[src/rtl/logic_unit_arbiter_pkg.sv]
// Shared opcode encoding and slot-state type for the logic-unit arbiter slice.
package logic_unit_pkg;

  localparam int OP_W = 3;

  localparam logic [OP_W-1:0] OP_AND  = 3'd0;
  localparam logic [OP_W-1:0] OP_OR   = 3'd1;
  localparam logic [OP_W-1:0] OP_NOT  = 3'd2;
  localparam logic [OP_W-1:0] OP_NAND = 3'd3;
  localparam logic [OP_W-1:0] OP_NOR  = 3'd4;
  localparam logic [OP_W-1:0] OP_XOR  = 3'd5;
  localparam logic [OP_W-1:0] OP_XNOR = 3'd6;
  localparam logic [OP_W-1:0] OP_RSV  = 3'd7;

  typedef enum logic {
    SLOT_EMPTY = 1'b0,
    SLOT_FULL  = 1'b1
  } slot_state_e;

endpackage

[src/rtl/logic_unit_arbiter_if.sv]
// Request/response bundle between N_REQ clients and the shared logic unit.
interface logic_unit_arbiter_if #(
  parameter int N_REQ = 4,
  parameter int WIDTH = 8
);
  import logic_unit_pkg::*;

  localparam int IDW = $clog2(N_REQ);

  logic [N_REQ-1:0]       req_valid;
  logic [N_REQ-1:0]       req_ready;
  logic [OP_W*N_REQ-1:0]  req_op;
  logic [WIDTH*N_REQ-1:0] req_a;
  logic [WIDTH*N_REQ-1:0] req_b;
  logic                   rsp_valid;
  logic                   rsp_ready;
  logic [IDW-1:0]         rsp_id;
  logic [WIDTH-1:0]       rsp_data;
  logic                   rsp_err;
  logic [15:0]            done_cnt;

  modport master (
    output req_valid, req_op, req_a, req_b, rsp_ready,
    input  req_ready, rsp_valid, rsp_id, rsp_data, rsp_err, done_cnt
  );

  modport slave (
    input  req_valid, req_op, req_a, req_b, rsp_ready,
    output req_ready, rsp_valid, rsp_id, rsp_data, rsp_err, done_cnt
  );

endinterface

[src/rtl/logic_unit_arbiter_op_unit.sv]
// Combinational bitwise evaluator; opcode 7 yields zero data with err set.
module logic_op_unit
  import logic_unit_pkg::*;
#(
  parameter int WIDTH = 8
) (
  input  logic [OP_W-1:0]  op,
  input  logic [WIDTH-1:0] a,
  input  logic [WIDTH-1:0] b,
  output logic [WIDTH-1:0] y,
  output logic             err
);

  always_comb begin
    y   = '0;
    err = 1'b0;
    case (op)
      OP_AND:  y = a & b;
      OP_OR:   y = a | b;
      OP_NOT:  y = ~a;
      OP_NAND: y = ~(a & b);
      OP_NOR:  y = ~(a | b);
      OP_XOR:  y = a ^ b;
      OP_XNOR: y = ~(a ^ b);
      default: err = 1'b1;
    endcase
  end

endmodule

[src/rtl/logic_unit_arbiter.sv]
// Round-robin sharing of one logic_op_unit between N_REQ requesters with a
// single registered response slot.
module logic_unit_arbiter
  import logic_unit_pkg::*;
#(
  parameter int N_REQ = 4,
  parameter int WIDTH = 8
) (
  input logic                clk,
  input logic                rst_n,
  logic_unit_arbiter_if.slave bus
);

  localparam int IDW = $clog2(N_REQ);

  slot_state_e      state_q;
  logic [IDW-1:0]   prio_q;
  logic [IDW-1:0]   rsp_id_q;
  logic [WIDTH-1:0] rsp_data_q;
  logic             rsp_err_q;
  logic [15:0]      done_cnt_q;

  logic               rsp_valid;
  logic               can_accept;
  logic [2*N_REQ-1:0] dbl;
  logic [N_REQ-1:0]   rot;
  logic [IDW-1:0]     ff_idx;
  logic               any_vld;
  logic [IDW:0]       sum;
  logic [IDW-1:0]     gnt_idx;
  logic               grant;
  logic [IDW-1:0]     prio_d;

  logic [OP_W-1:0]  sel_op;
  logic [WIDTH-1:0] sel_a, sel_b;
  logic [WIDTH-1:0] op_y;
  logic             op_err;

  assign rsp_valid  = (state_q == SLOT_FULL);
  assign can_accept = !rsp_valid || bus.rsp_ready;

  // Rotate so prio_q sits at bit 0, find first set, then map back to an index.
  always_comb begin
    dbl     = {bus.req_valid, bus.req_valid} >> prio_q;
    rot     = dbl[N_REQ-1:0];
    ff_idx  = '0;
    any_vld = 1'b0;
    for (int k = N_REQ - 1; k >= 0; k--) begin
      if (rot[k]) begin
        ff_idx  = IDW'(k);
        any_vld = 1'b1;
      end
    end
    sum     = {1'b0, ff_idx} + {1'b0, prio_q};
    gnt_idx = (sum >= (IDW+1)'(N_REQ)) ? IDW'(sum - (IDW+1)'(N_REQ)) : sum[IDW-1:0];
    prio_d  = (gnt_idx == IDW'(N_REQ - 1)) ? '0 : gnt_idx + 1'b1;
  end

  // Held off during reset so nothing is accepted that would be discarded.
  assign grant         = rst_n && can_accept && any_vld;
  assign bus.req_ready = grant ? (N_REQ'(1) << gnt_idx) : '0;

  assign sel_op = bus.req_op[gnt_idx*OP_W +: OP_W];
  assign sel_a  = bus.req_a[gnt_idx*WIDTH +: WIDTH];
  assign sel_b  = bus.req_b[gnt_idx*WIDTH +: WIDTH];

  logic_op_unit #(.WIDTH(WIDTH)) u_op (
    .op  (sel_op),
    .a   (sel_a),
    .b   (sel_b),
    .y   (op_y),
    .err (op_err)
  );

  always_ff @(posedge clk or negedge rst_n) begin
    if (!rst_n) begin
      state_q    <= SLOT_EMPTY;
      prio_q     <= '0;
      rsp_id_q   <= '0;
      rsp_data_q <= '0;
      rsp_err_q  <= 1'b0;
      done_cnt_q <= '0;
    end else begin
      if (rsp_valid && bus.rsp_ready) done_cnt_q <= done_cnt_q + 16'd1;
      if (grant) begin
        prio_q     <= prio_d;
        rsp_id_q   <= gnt_idx;
        rsp_data_q <= op_y;
        rsp_err_q  <= op_err;
      end
      case (state_q)
        SLOT_EMPTY: if (grant) state_q <= SLOT_FULL;
        SLOT_FULL:  if (bus.rsp_ready && !grant) state_q <= SLOT_EMPTY;
        default:    state_q <= SLOT_EMPTY;
      endcase
    end
  end

  assign bus.rsp_valid = rsp_valid;
  assign bus.rsp_id    = rsp_id_q;
  assign bus.rsp_data  = rsp_data_q;
  assign bus.rsp_err   = rsp_err_q;
  assign bus.done_cnt  = done_cnt_q;

endmodule
[src/flat_wrapper.sv]
// flat-port wrapper written by rule: the top's interface ports become plain ports
module logic_unit_arbiter_flat import logic_unit_pkg::*;
#(
  parameter int N_REQ = 4,
  parameter int WIDTH = 8
)
  (clk, rst_n, bus_req_valid, bus_req_op, bus_req_a, bus_req_b, bus_rsp_ready, bus_req_ready, bus_rsp_valid, bus_rsp_id, bus_rsp_data, bus_rsp_err, bus_done_cnt);
  logic_unit_arbiter_if #(.N_REQ(N_REQ), .WIDTH(WIDTH)) bus_i ();
  input logic clk;
  input logic rst_n;
  input wire logic [$bits(bus_i.req_valid)-1:0] bus_req_valid;
  input wire logic [$bits(bus_i.req_op)-1:0] bus_req_op;
  input wire logic [$bits(bus_i.req_a)-1:0] bus_req_a;
  input wire logic [$bits(bus_i.req_b)-1:0] bus_req_b;
  input wire logic [$bits(bus_i.rsp_ready)-1:0] bus_rsp_ready;
  output wire logic [$bits(bus_i.req_ready)-1:0] bus_req_ready;
  output wire logic [$bits(bus_i.rsp_valid)-1:0] bus_rsp_valid;
  output wire logic [$bits(bus_i.rsp_id)-1:0] bus_rsp_id;
  output wire logic [$bits(bus_i.rsp_data)-1:0] bus_rsp_data;
  output wire logic [$bits(bus_i.rsp_err)-1:0] bus_rsp_err;
  output wire logic [$bits(bus_i.done_cnt)-1:0] bus_done_cnt;
  assign bus_i.req_valid = bus_req_valid;
  assign bus_i.req_op = bus_req_op;
  assign bus_i.req_a = bus_req_a;
  assign bus_i.req_b = bus_req_b;
  assign bus_i.rsp_ready = bus_rsp_ready;
  assign bus_req_ready = bus_i.req_ready;
  assign bus_rsp_valid = bus_i.rsp_valid;
  assign bus_rsp_id = bus_i.rsp_id;
  assign bus_rsp_data = bus_i.rsp_data;
  assign bus_rsp_err = bus_i.rsp_err;
  assign bus_done_cnt = bus_i.done_cnt;
  logic_unit_arbiter #(.N_REQ(N_REQ), .WIDTH(WIDTH)) u_core (.clk(clk), .rst_n(rst_n), .bus(bus_i));
endmodule
[config.mk]
export PLATFORM = sky130hd
export DESIGN_NAME = logic_unit_arbiter_flat
export DESIGN_NICKNAME = d
export VERILOG_FILES = /design/src/rtl/logic_unit_arbiter_pkg.sv /design/src/rtl/logic_unit_arbiter_if.sv /design/src/rtl/logic_unit_arbiter_op_unit.sv /design/src/rtl/logic_unit_arbiter.sv /design/src/flat_wrapper.sv
export SDC_FILE = /design/constraint.sdc
export NUM_CORES = 1
export LEC_CHECK = 0
export ABC_AREA = 1
export BUFFER_PORTS_ARGS = -buffer_cell sky130_fd_sc_hd__buf_2
export CORE_MARGIN = 5
export CORE_UTILIZATION = 46
export CTS_CLUSTER_DIAMETER = 60
export CTS_CLUSTER_SIZE = 40
export DETAILED_ROUTE_END_ITERATION = 7
export HOLD_SLACK_MARGIN = 0.02
export PLACE_DENSITY = 0.89
export SLEW_MARGIN = 20
export SYNTH_ARGS = -nofsm -noshare
export SYNTH_HDL_FRONTEND = slang
export SYNTH_HIERARCHICAL = 1
export SYNTH_SLANG_ARGS = --single-unit
[constraint.sdc]
create_clock -name clk -period 2.75 [get_ports clk]
set_input_delay 0.55 -clock clk [delete_from_list [all_inputs] [get_ports clk]]
set_output_delay 0.55 -clock clk [all_outputs]
set_load 0.01 [all_outputs]
# Word-level counts from Yosys, hierarchy flattened
# Cells that the tools add are included.
op_classes:
  add_sub_neg: 4
  n_mul: 1
  div: 0
  magnitude_cmp: 1
  eq_ne: 7
  n_shift: 5
  n_mux: 16
  n_bitwise: 8
  reduce_logical: 9
op_table:
  columns: ["op", "count"]
  rows:
  - ["variable part select 32 x 6 -> 8 bit", 2]
  - ["case mux 8 bit (7 select lines)", 1]
  - ["NOT 8 bit", 4]
  - ["adder 16 x 1 -> 16 bit, second input constant", 1]
  - ["2-to-1 mux 2 bit", 6]
  - ["variable part select 12 x 5 -> 3 bit", 1]
  - ["equality test 3 bit, second input constant", 3]
  - ["AND 8 bit", 1]
  - ["bitwise OR 8 bit", 1]
  - ["right shift 8 x 2 -> 4 bit", 1]
  - ["bitwise XOR 8 bit", 1]
  - ["2-to-1 mux 1 bit", 7]
  - ["OR reduction 7 bit", 1]
  - ["equality test 3 x 2 -> 1 bit, second input constant", 2]
  - ["logical AND 1 bit", 4]
  - ["multiplier 2 x 2 -> 4 bit, second input constant", 1]
  - ["2-to-1 mux 4 bit", 1]
  - ["<< shifter 1 x 2 -> 4 bit, first input constant", 1]
  - ["adder 2 x 2 -> 3 bit", 1]
  - ["equality test 3 x 1 -> 1 bit, second input constant", 1]
  - [">= comparator 3 bit, second input constant", 1]
  - ["logical NOT 3 bit", 1]
  - ["adder 2 x 1 -> 2 bit, second input constant", 1]
  - ["equality test 2 bit, second input constant", 1]
  - ["5 further kinds", 6]
totals:
  regBits: 30
  latch_bits: 0
  ram_bits: 0
  romBits: 0
  in_bits: 83
  out_inout_bits: 32
  n_memories: 0

# Depth between registers and ports, before layout
logic_depth:
  word_depth: 13
  mapped_depth: 23
  mapped_depth_nobuf: 22

# Modules after synthesis
# Netlist, hierarchy kept.
by_module_without_submodules:
  columns: ["module", "n_inst", "cells_per_inst", "area_per_inst_um2", "seq_area_each_um2"]
  rows:
  - ["logic_unit_arbiter", 1, 380, 2379.8, 750.7]
  - ["logic_op_unit", 1, 172, 890.9, 0.0]

# Worst setup path before layout
# Ideal clock, no wire load.
synth_timing:
  path_kind: "input port to flip-flop"
  from: "input port bus_req_valid[1]"
  to: "register u_core.rsp_data_q[4], in the netlist u_core/bus.rsp_data[4]"
  arrival_time_ps: 2740
  required_time_ps: 2633
  slack_ps: -106
  cell_stages: 20
  n_path_buf: 2
  cell_sequence: "nand2_1 nand3_1 nand2_1 nand3_1 a21boi_0 ha_1 clkbuf_1 buf_1 nand2_1 nand2_1 nand2_1 nand2_1 inv_1 ha_1 nand4_1 nand2_1 nor2_1 nand2_1 nand2_1 nand2_1"
synth_between:
  elab_chain_len: 12
  elab_cells_between_ends: 33
synth_lines:
  columns: ["item", "line_no", "rtl"]
  rows:
  - ["start, declared", "flat_wrapper.sv:11", "input wire logic [$bits(bus_i.req_valid)-1:0] bus_req_valid;"]
  - ["right shift 8 x 2 -> 4 bit (*)", "logic_unit_arbiter.sv:44", "dbl = {bus.req_valid, bus.req_valid} >> prio_q;"]
  - ["2-to-1 mux 2 bit (3 in series)", "logic_unit_arbiter.sv:49", "if (rot[k]) begin"]
  - ["2-to-1 mux 2 bit (*)", "logic_unit_arbiter.sv:49", null]
  - ["adder 2 x 2 -> 3 bit (*)", "logic_unit_arbiter.sv:54", "sum = {1'b0, ff_idx} + {1'b0, prio_q};"]
  - [">= comparator 3 bit or subtractor 2 x 1 -> 2 bit (tied branches)", "logic_unit_arbiter.sv:55", "gnt_idx = (sum >= (IDW+1)'(N_REQ)) ? IDW'(sum - (IDW+1)'(N_REQ)) : sum[IDW-1:0];"]
  - ["2-to-1 mux 2 bit (*)", "logic_unit_arbiter.sv:55", null]
  - ["net u_core.gnt_idx[0]", "logic_unit_arbiter.sv:30", "logic [IDW-1:0] gnt_idx;"]
  - ["variable part select 32 x 6 -> 8 bit (*)", "logic_unit_arbiter.sv:64", "assign sel_a = bus.req_a[gnt_idx*WIDTH +: WIDTH];"]
  - ["net u_core.sel_a[4]", "logic_unit_arbiter.sv:35", "logic [WIDTH-1:0] sel_a, sel_b;"]
  - ["bitwise XOR 8 bit (tied with other cells)", "logic_unit_arbiter_op_unit.sv:23, logic_unit_arbiter_op_unit.sv:24", null]
  - ["NOT 8 bit (on tied branches)", "logic_unit_arbiter_op_unit.sv:24, logic_unit_arbiter_op_unit.sv:21, logic_unit_arbiter_op_unit.sv:22", null]
  - ["case mux 8 bit (7 select lines) (*)", "logic_unit_arbiter_op_unit.sv:17", "case (op)"]
  - ["net u_core.op_y[4]", "logic_unit_arbiter.sv:36", "logic [WIDTH-1:0] op_y;"]
  - ["end signal, assigned", "logic_unit_arbiter.sv:88", "rsp_data_q <= op_y;"]
  - ["end, declared", "logic_unit_arbiter.sv:19", "logic [WIDTH-1:0] rsp_data_q;"]
# The timed path passes the listed nets; every way through them passes the cells marked *.
# A chain may end at the register's enable or synchronous reset.

# Worst setup path in the final report
layout_timing:
  from: "register u_core.prio_q[0]"
  to: "output port bus_req_ready[3]"
layout_between:
  elab_chain_len: 10
  elab_cells_between_ends: 16
layout_lines:
  columns: ["item", "line_no", "rtl"]
  rows:
  - ["start, declared", "logic_unit_arbiter.sv:17", "logic [IDW-1:0] prio_q;"]
  - ["start signal, assigned", "logic_unit_arbiter.sv:86", "prio_q <= prio_d;"]
  - ["right shift 8 x 2 -> 4 bit", "logic_unit_arbiter.sv:44", null]
  - ["2-to-1 mux 2 bit (4 in series)", "logic_unit_arbiter.sv:49", null]
  - ["adder 2 x 2 -> 3 bit", "logic_unit_arbiter.sv:54", null]
  - [">= comparator 3 bit or subtractor 2 x 1 -> 2 bit (tied branches)", "logic_unit_arbiter.sv:55", null]
  - ["2-to-1 mux 2 bit", "logic_unit_arbiter.sv:55", null]
  - ["<< shifter 1 x 2 -> 4 bit", "logic_unit_arbiter.sv:61", "assign bus.req_ready = grant ? (N_REQ'(1) << gnt_idx) : '0;"]
  - ["2-to-1 mux 4 bit (*)", "logic_unit_arbiter.sv:61", null]
  - ["end, declared", "flat_wrapper.sv:16", "output wire logic [$bits(bus_i.req_ready)-1:0] bus_req_ready;"]
# Every way passes the cells marked *; elsewhere a longest branch is shown, timed or not.

==> metrics.md <==
| Metric | Value |
|---|---|
| Final min period | 3030 ps |
| Most frequent cells in the layout | nand2_1 (246), buf_2 (114), buf_4 (69) |
| IO Port Bufs | 114 |
| Final instance area | around 0.0048 sq mm |
| Mapped cell area | approximately 0.0033 sq mm |
| Number of buffers created by CTS | 5 |
| Worst skew pair latency | 280 ps |
| Die height | 94.32 microns |
| Antenna cells | 0 |
| Synthesized Nets | about 650 |
| Crit end category | output pin |
| Root Buffer | clkbuf_8 |
| Vias post-DR | between 4000 and 5000 |
| Overall routed net length | 10.82 mm |
| Hold Path Class | in -> async |
| Routability cong. | 0.9010 |
| Worst-Margin Slew | 453.6 ps |
| Layout cells sized above 1 | 0.3685 |
| Relative slew slack | 0.6944 |
| Routed len/inst | 13.09 microns |
| Final worst slack | -280.4 ps |
| Run status | finished, violations left |
| CTS tree | done |
| Initial DRC count | a little over 200 |
| Routed Antenna Nets | 0 |
| Initial antenna violation count | 0 |
| CP max stage delay | between 400 and 500 ps |
| Final Net Count | 832 |
| Sequence of cells on the critical path | inv_4, nand2_2, nand3_2, nand3_4, a21boi_4, ha_4, xor2_2, buf_4, nand2_4, nand2_4, buf_6, ha_4, inv_2, nor2_2, buf_2 |
| Die footprint | 0.008896 sq mm |
| Largest net degree at the start of global routing | 31 |
| DP Area | 0.004327 sq mm |
| CTS clk-pin slew, worst paths | approximately 60 ps |
| Die Wd | 94.32 microns |
| Global-route wire length before repair | 17.13 mm |
| Synth Area per Inst | 5.925 sq um |
| Fillers | 564 |
| Gr usage total | 0.2357 |
| Vias per cell | slightly above 5 |
| Worst setup SP type | flip-flop |
| Failing checks | design-rule violations, negative setup slack |
| Largest fanout on the critical path | 7 |
| Most common cell after layout, fill and taps aside | nand2_1 |
| Worst EP required | 2200 ps |
| Netlist cell types | 29 |
| Row count | 30 |
| Core Region | roughly 0.0069 sq mm |
| Sequential-to-total area share from yosys stat | 0.2295 |
| CTS sink cnt | 30 |
| RSZ-0062 raised after global routing | true |
| Cell total after placement | 804 |
| Worst Skew | 4.844 ps |
| Slowest-stage cell, CP | dfrtp_2 |
| Setup WS pre-CTS | -412.9 ps |
| I/O pin total | 115 |
| Critical path class | reg -> out |
| Arr. time, crit path | 2480 ps |
| FMAX | 330.0 MHz |
| Yosys reg bits | 30 |
| GRT overflow | 0 |
| Mapped Cells | 552 |
| Vias in the first global route | 4054 |
| Fin crit share | 1.102 |
| Layout Cells excl Fill | 826 |
| Layout area overhead | 45.87% |
| Clock Tree Buf Depth | 2 |
| Setup violations, final | 12 |
| HPWL Detailed | approximately 8.1 mm |
| H-tree depth | 2 |
| Max-slew violations | 0 |
| Synth Warn # | 6 |
| Initial Util | 0.4761 |
| Max-Cap Viols | 0 |
| Post-route DRC | 1 |
| Drt pass-1 iters | 8 |
| Fin. Hold Viols | 0 |
[worst max-delay path: cells and delay by family, from the launching register on]
kind	cells	cell delay, ps
AO/OA/AOI/OAI	1	170
XOR/XNOR	1	170
adder cells (fa/ha/maj)	2	290
buffers and inverters	5	590
flip-flops	1	480
AND/OR/NAND/NOR	6	490
[cell usage after synthesis, drive strengths merged]
library cell	count	area (sq um)
nand2	269	1022
nand4	8	50.05
o21ai	5	25.02
nor3	6	35.03
xor2	11	96.34
clkinv	2	8.750
dfrtp	30	750.7
a21oi	3	15.01
nand3	72	415.4
a21boi	1	7.510
xnor2	3	26.28
ha	19	237.7
buf	17	147.6
clkbuf	6	22.52
inv	61	231.5
nor2	39	178.9
[routing by layer]
metal / GRT usage / share of wire / up-vias
li1: - / - / 2050
met1: 0.2628 / 0.38 / 1897
met2: 0.4368 / 0.52 / 205
met3: 0.03766 / 0.070 / 30
met4: 0.1047 / 0.026 / 0
met5: 0 / 0 / -
[cell type report]
cell class	instances	area, sq um	area share
multi-input cells	436	2326	0.4875
inverters	63	245.2	0.05140
repair buffers	194	1247	0.2615
clock inverters	2	10.01	0.002098
clock buffers	5	68.82	0.01442
well taps	96	120.1	0.02518
flip-flops and latches	30	753.2	0.1579
[worst paths after layout]
kind,start,to,slack (ps),cells past startpoint
max,u_core/prio_q[0]$_DFFE_PN0P_,bus_req_ready[3],-280,15
min,rst_n,u_core/bus.done_cnt[2]$_DFFE_PN0P_,290,2
max reg2reg,u_core/prio_q[0]$_DFFE_PN0P_,u_core/bus.rsp_data[3]$_DFFE_PN0P_,-230,21
min reg2reg,u_core/bus.rsp_data[6]$_DFFE_PN0P_,u_core/bus.rsp_data[6]$_DFFE_PN0P_,480,2
max in group asynchronous,rst_n,u_core/prio_q[1]$_DFFE_PN0P_,2160,2
min in group clk,bus_rsp_ready,u_core/bus.rsp_valid$_DFF_PN0_,460,2
[kinds of logic after synthesis]
logic type,count (synthesis),share of synthesized area
AO/OA/AOI/OAI,9,0.01454
XOR/XNOR,14,0.03749
adder cells (fa/ha/maj),19,0.07269
buffers and inverters,86,0.1255
flip-flops,30,0.2295
AND/OR/NAND/NOR,394,0.5203
[timing repair]
item,CTS,global route
pin swaps,16,9
gates resized for setup,39,22
hold buffers,0,0
setup buffers,10,5
setup endpoints to repair,13,13
[flip-flops by register name, summed over array words and instances (netlist names)]
| name | cells |
|---|---|
| u_core/bus.rsp_id | 2 |
| u_core/bus.rsp_valid | 1 |
| u_core/prio_q | 2 |
| u_core/bus.rsp_data | 8 |
| u_core/bus.done_cnt | 16 |
| u_core/bus.rsp_err | 1 |
[per-stage QoR]
stage                 util  hold WS, ps  setup TNS [ps]
CTS                 0.6745        301.9           -1802
finish              0.6945        291.8           -2358
global placement    0.6299        452.4           -3337
floorplan                -        254.4               0
global route        0.6945        316.2           -4133
detailed placement  0.6299        461.2           -4637
Power is left out: the tool's default activity adds up to more than one toggle a clock period on the data nets, which glitch-free logic cannot reach.
